===== src/rtl/uart_stream_bridge.sv =====
// rtl/uart_stream_bridge.sv - byte stream to 16550-style UART bridge over an APB master port.
// Programs the divisor and line control once after reset, then polls LSR to move bytes.
module uart_stream_bridge #(
  parameter logic [15:0] BAUD_DIV     = 16'd54,
  parameter logic [7:0]  LCR_VAL      = 8'h03,
  parameter logic [7:0]  ADDR_RBR_THR = 8'h00,
  parameter logic [7:0]  ADDR_DLM     = 8'h01,
  parameter logic [7:0]  ADDR_LCR     = 8'h03,
  parameter logic [7:0]  ADDR_LSR     = 8'h05
) (
  input  logic       clk_i,
  input  logic       rst_n_i,
  input  logic [7:0] tx_data_i,
  input  logic       tx_valid_i,
  output logic       tx_ready_o,
  output logic [7:0] rx_data_o,
  output logic       rx_valid_o,
  input  logic       rx_ready_i,
  output logic       cfg_done_o,
  output logic       err_o,
  input  logic       err_clr_i,
  output logic       m_apb_psel_o,
  output logic       m_apb_penable_o,
  output logic [7:0] m_apb_paddr_o,
  output logic       m_apb_pwrite_o,
  output logic [7:0] m_apb_pwdata_o,
  input  logic [7:0] m_apb_prdata_i,
  input  logic       m_apb_pready_i
);

  typedef enum logic [1:0] {ST_CFG, ST_POLL, ST_RX_RD, ST_TX_WR} state_t;
  typedef enum logic [1:0] {PH_IDLE, PH_SETUP, PH_ACCESS} phase_t;

  state_t     r_state, w_state_nxt;
  phase_t     r_phase, w_phase_nxt;
  logic [1:0] r_step, w_step_nxt;
  logic [7:0] r_thr;
  logic [7:0] r_rx_data;
  logic       r_rx_valid;
  logic       r_err;

  logic       w_done;
  logic       w_psel;
  logic [7:0] w_addr;
  logic       w_wr;
  logic [7:0] w_wdata;

  assign w_done = (r_phase == PH_ACCESS) && m_apb_pready_i;
  assign w_psel = (r_phase != PH_IDLE);

  always_ff @(posedge clk_i or negedge rst_n_i) begin
    if (!rst_n_i) begin
      r_state <= ST_CFG;
      r_phase <= PH_IDLE;
      r_step  <= 2'd0;
    end else begin
      r_state <= w_state_nxt;
      r_phase <= w_phase_nxt;
      r_step  <= w_step_nxt;
    end
  end

  // Transfers run back to back; only the first one after reset gets an idle cycle.
  always_comb begin
    w_state_nxt = r_state;
    w_phase_nxt = r_phase;
    w_step_nxt  = r_step;
    case (r_phase)
      PH_IDLE:  w_phase_nxt = PH_SETUP;
      PH_SETUP: w_phase_nxt = PH_ACCESS;
      PH_ACCESS: begin
        if (m_apb_pready_i) begin
          w_phase_nxt = PH_SETUP;
          case (r_state)
            ST_CFG: begin
              if (r_step == 2'd3) begin
                w_state_nxt = ST_POLL;
                w_step_nxt  = 2'd0;
              end else begin
                w_step_nxt = r_step + 2'd1;
              end
            end
            ST_POLL: begin
              if (m_apb_prdata_i[0] && !r_rx_valid)
                w_state_nxt = ST_RX_RD;
              else if (m_apb_prdata_i[5] && tx_valid_i)
                w_state_nxt = ST_TX_WR;
              else
                w_state_nxt = ST_POLL;
            end
            default: w_state_nxt = ST_POLL;
          endcase
        end
      end
      default: w_phase_nxt = PH_IDLE;
    endcase
  end

  always_comb begin
    w_addr  = 8'h00;
    w_wr    = 1'b0;
    w_wdata = 8'h00;
    case (r_state)
      ST_CFG: begin
        w_wr = 1'b1;
        case (r_step)
          2'd0: begin w_addr = ADDR_LCR;     w_wdata = 8'h80;          end
          2'd1: begin w_addr = ADDR_RBR_THR; w_wdata = BAUD_DIV[7:0];  end
          2'd2: begin w_addr = ADDR_DLM;     w_wdata = BAUD_DIV[15:8]; end
          default: begin w_addr = ADDR_LCR;  w_wdata = LCR_VAL;        end
        endcase
      end
      ST_POLL:  w_addr = ADDR_LSR;
      ST_RX_RD: w_addr = ADDR_RBR_THR;
      default: begin
        w_addr  = ADDR_RBR_THR;
        w_wr    = 1'b1;
        w_wdata = (r_phase == PH_SETUP) ? tx_data_i : r_thr;
      end
    endcase
  end

  always_ff @(posedge clk_i or negedge rst_n_i) begin
    if (!rst_n_i) begin
      r_thr      <= 8'h00;
      r_rx_data  <= 8'h00;
      r_rx_valid <= 1'b0;
      r_err      <= 1'b0;
    end else begin
      if (r_phase == PH_SETUP && r_state == ST_TX_WR)
        r_thr <= tx_data_i;
      if (w_done && r_state == ST_RX_RD) begin
        r_rx_data  <= m_apb_prdata_i;
        r_rx_valid <= 1'b1;
      end else if (r_rx_valid && rx_ready_i) begin
        r_rx_valid <= 1'b0;
      end
      // A line error seen in the same cycle as a clear request must not be lost.
      if (w_done && r_state == ST_POLL && (m_apb_prdata_i[4:1] != 4'd0))
        r_err <= 1'b1;
      else if (err_clr_i)
        r_err <= 1'b0;
    end
  end

  assign m_apb_psel_o    = w_psel;
  assign m_apb_penable_o = (r_phase == PH_ACCESS);
  assign m_apb_paddr_o   = w_psel ? w_addr : 8'h00;
  assign m_apb_pwrite_o  = w_psel & w_wr;
  assign m_apb_pwdata_o  = w_psel ? w_wdata : 8'h00;

  assign tx_ready_o = w_done && (r_state == ST_TX_WR);
  assign rx_data_o  = r_rx_data;
  assign rx_valid_o = r_rx_valid;
  assign cfg_done_o = (r_state != ST_CFG);
  assign err_o      = r_err;

endmodule


===== config.mk =====
export PLATFORM = sky130hd
export DESIGN_NAME = uart_stream_bridge
export DESIGN_NICKNAME = d
export VERILOG_FILES = /design/src/rtl/uart_stream_bridge.sv
export SDC_FILE = /design/constraint.sdc
export NUM_CORES = 1
export LEC_CHECK = 0
export ABC_AREA = 1
export ABC_CLOCK_PERIOD_IN_PS = 3600
export BUFFER_PORTS_ARGS = -buffer_cell sky130_fd_sc_hd__buf_4
export CAP_MARGIN = 40
export CORE_ASPECT_RATIO = 1.4
export CORE_MARGIN = 2
export CORE_UTILIZATION = 50
export DETAILED_ROUTE_END_ITERATION = 7
export HOLD_SLACK_MARGIN = 0.15
export PLACE_DENSITY = 0.79
export RECOVER_POWER = 25
export SLEW_MARGIN = 20
export SYNTH_ARGS = -nofsm -noshare
export SYNTH_HDL_FRONTEND = slang
export SYNTH_SLANG_ARGS = --single-unit

===== constraint.sdc =====
create_clock -name clk_i -period 3.6 [get_ports clk_i]
set_input_delay 0.54 -clock clk_i [delete_from_list [all_inputs] [get_ports clk_i]]
set_output_delay 0.54 -clock clk_i [all_outputs]
set_load 0.005 [all_outputs]

# Word level (Yosys, flattened, before mapping)
# Cells that the tools add are included.
[op_classes]
add_sub_neg = 1
n_reduce_logical = 21
eq_ne = 10
muxes = 19
bitwise_logic = 1
[op_table]
columns = ["operator", "count"]
rows = [
  ["case mux 8 bit (2 select lines)", 2],
  ["2-to-1 mux 8 bit", 3],
  ["case mux 8 bit (3 select lines)", 1],
  ["equality test 2 bit, second input constant", 5],
  ["2-to-1 mux 2 bit", 5],
  ["logical AND 1 bit", 9],
  ["case mux 2 bit (2 select lines)", 2],
  ["nonzero test 2 bit", 4],
  ["equality test 2 x 1 -> 1 bit, second input constant", 3],
  ["logical NOT 2 bit", 3],
  ["case mux 2 bit (3 select lines)", 1],
  ["AND reduction 3 bit", 2],
  ["2-to-1 mux 1 bit", 5],
  ["nonzero test 4 bit", 1],
  ["adder 2 x 1 -> 2 bit, second input constant", 1],
  ["inequality test 2 x 1 -> 1 bit, second input constant", 1],
  ["inequality test 2 bit, second input constant", 1],
  ["OR reduction 2 bit", 1],
  ["bitwise AND 1 bit", 1],
  ["logical NOT 1 bit", 1],
]
[totals]
elab_cells = 59
reg_bits = 24
out_inout_bits = 31

# Longest topological paths before layout
[logic_depth]
word_depth = 5
ltp_mapped = 8

# Worst setup path after synthesis
# OpenSTA, ideal clock, no wires.
[synth_path]
kind = "register -> output"
start = "reg r_state[0]"
end = "out m_apb_pwdata_o[1]"
n_path_buf = 1
stages_incl_launch_ff = 8
arrival_ns = 1.110
t_required_ns = 3.060
path_slack_ns = 1.950
path_cell_list = "dfrtp_1 ha_1 buf_2 nor2_1 nand2_1 nand3_1 nand2_1 inv_1"
[synth_between]
elab_chain_len = 4
word_cells_on_any_way = 6
[synth_lines]
columns = ["item", "line_no", "rtl"]
rows = [
  ["start: declaration", "34", "state_t r_state, w_state_nxt;"],
  ["start signal: assignment", "57", "r_state <= w_state_nxt;"],
  ["equality test 2 bit / equality test 2 x 1 -> 1 bit (equally long branches)", "103", "case (r_state)"],
  ["OR reduction 2 bit (no line)", "--", ""],
  ["case mux 8 bit (2 select lines) (*)", "103", ""],
  ["2-to-1 mux 8 bit (*)", "150", "assign m_apb_pwdata_o = w_psel ? w_wdata : 8'h00;"],
  ["end: declaration", "26", "output logic [7:0] m_apb_pwdata_o,"],
]
# Mark *: on every way between the ends. The rest lies on a longest branch, timed or not.

# Final worst setup path
[layout_path]
start = "reg r_state[0]"
end = "out m_apb_pwdata_o[6]"
# The elaborated chain is that of the path after synthesis.

==> run summary <==
share of post-route cells with drive strength above 1 - 0.2479
Worst-Margin Slew - 1.312 ns
port bufs - 47
CP arrival - 1.98 ns
vias in the first global route - 1,184
min-delay worst type - primary input to flip-flop
Die ar. - 3412 um2
Final Util - 0.6649
Setup CP Type - flip-flop to primary output
Worst Path Required - 3.06 ns
leakage power - 1.119 nW
Initial Utilization - 0.5187
Max Clock Freq - 396.4 MHz
top post-synthesis cells by area - dfrtp_1 41%, nand2_1 17%, ha_1 9.3%, inv_1 7.1%, nor2_1 5.1%
slew margin rel. - 0.1251
DRT iter0 DRCs - 29
crit end category - primary output
Synth cell types - 24
most common library cells after synthesis - 65 x nand2_1, 28 x inv_1, 24 x dfrtp_1
#FFs+latches synth - 24
Crit Path Max Fanout - 16
initial antenna violation count - 0
Netlist Area Pre-Place - 1478 um2
RSZ-0062 raised after global routing - no
status - complete, no violations
clock skew - 0.001193 ns
Mapped Avg Cell Area - 7.578 um2
fin nets - 276
chip height - 68.33 um
DRT Pass-1 Iters - 4
clock period minus worst slack - 2.523 ns
post-cts resize count - 0
final-report max-slew violation count - 0
gr ovfl total - 0
pre-CTS setup slack - 1.395 ns
FILL cells - 240
CTS Buf Count - 3
# setup viols final - 0
core area - 2849 um2
P per Cell Area - 740.2 nW/um2
GRT Util Overall - 0.1928
Setup WS post-layout - 1.077 ns
Ys Warns - 0
Peak VDD IR - 0.0005187 V
MaxCap Viol Count - 0
sequential area share after synthesis - 0.4064
# diodes - 0
largest net degree at the start of global routing - 25
final hold viol count - 0
P&R area growth vs syn - 28.20%
first-pass GRT wire length - 5.016 mm
Routed wire per std cell - 10.82 um
Worst-path clk slew - 0.09 ns
count leader, synth - nand2_1
Final ANT Viol Nets - 0
Site Rows - 23
worst-skew pair later-pin latency - 0.27 ns
Final period util - 0.7008
drt total wl - 3.020 mm
post-CTS setup repair buffer count - 0
sum of negative setup slack - 0 ns
hold-fix buffers at CTS - 0
EDFF count, synth - 0
DRC Markers - 0
H-Tree Depth - 1
vias per cell - 4.713
largest area contributor in the netlist - dfrtp_1
GP Congestion - 0.7877
Vias - 1,315
Max Root-Sink Buffers - 2
Die X - 49.95 um
io pins - 53
post-synth top area share - 0.4064
CTS tree - done
Final HPWL DP - 2.291 mm
async set or reset register ratio after synthesis - 1.000
startpoint class of the critical path - flip-flop
Primary FF master, synth - dfrtp_1
Syn Inst Count - 195
clock root cell - clkbuf_8
Tot Pwr - 1.402 mW
clock sink total - 24
critical path: stages, from the launching register on:
cell	delay [ns]
dfrtp_1	0.44
ha_1	0.44
nand3_2	0.34
inv_1	0.15
nand2_1	0.08
a21oi_1	0.14
buf_4	0.13
final timing paths:
kind | start | end | slack, ns | cells past startpoint
max | r_state[0] | m_apb_pwdata_o[6] | 1.08 | 6
min | rx_ready_i | rx_valid_o | 0.44 | 2
max reg2reg | r_state[0] | r_thr[2] | 1.98 | 4
min reg2reg | r_thr[1] | r_thr[1] | 0.49 | 2
max in group asynchronous | rst_n_i | r_thr[3] | 2.29 | 1
min in group asynchronous | rst_n_i | r_thr[5] | 0.54 | 1
state kept, by name, indices dropped and copies added, names as in the netlist:
signal	flops
r_thr	8
rx_valid_o	1
rx_data_o	8
r_step	2
r_state	2
err_o	1
r_phase	2
layout make-up:
class	instances	area, um2	area share
inverter	29	108.9	0.05746
clock inverter	1	30.03	0.01585
tap	37	46.29	0.02444
multi-input combinational	138	718.2	0.3791
sequential	24	600.6	0.3170
clock buffer	3	41.29	0.02180
timing repair buffer	47	349.1	0.1843
power by group:
group          internal (mW)  switching [mW]  total, mW
Sequential             0.383          0.0916      0.475
Clock                  0.149          0.0890      0.238
Combinational          0.324           0.366      0.689
Total                  0.856           0.546       1.40
per-layer routing:
metal	GRT usage	routed length (um)
met5	0	0
met4	0.06250	19
met3	0.03057	129
met2	0.3533	1524
met1	0.2308	1346
per-stage QoR:
step | instance area [um2] | hold slack [ns] | instances
2_1_floorplan | 1493 | 0.2444 | 199
3_3_place_gp | 1827 | 0.4560 | 275
3_5_place_dp | 1827 | 0.4595 | 275
4_1_cts | 1898 | 0.1635 | 279
5_1_grt | 1894 | 0.4585 | 279
6_report | 1894 | 0.4416 | 279
placed cells by master, fill, tap and decap left out:
master | Yosys | layout
nor2_2 | 2 | 2
nor2_1 | 20 | 20
buf_4 | 5 | 46
inv_1 | 28 | 28
o21ai_0 | 3 | 3
nand3_1 | 11 | 11
ha_1 | 11 | 11
conb_1 | 1 | 5
nor2_8 | 1 | 1
dfrtp_1 | 24 | 24
nand2_2 | 1 | 1
nand3_2 | 1 | 1
o21ai_1 | 2 | 2
bufinv_16 | 0 | 1
nand4_1 | 2 | 2
nor4_1 | 1 | 1
clkbuf_8 | 0 | 3
inv_2 | 1 | 1
clkbuf_1 | 0 | 1
a21oi_1 | 7 | 7
nand2_1 | 65 | 65
nor2_4 | 2 | 2
nand2_4 | 2 | 2
a21boi_0 | 1 | 1
a211oi_1 | 1 | 1
cells by family (layout without fill, tap and decap cells):
kind of cell	Yosys count	count (layout)	share of synthesized area
simple gates	108	108	0.3294
fa+ha+maj	11	11	0.09314
flops	24	24	0.4064
other cells	1	5	0.002538
compound gates	14	14	0.05080
buf+inv	37	80	0.1177
(Power assumes the default switching activity.)
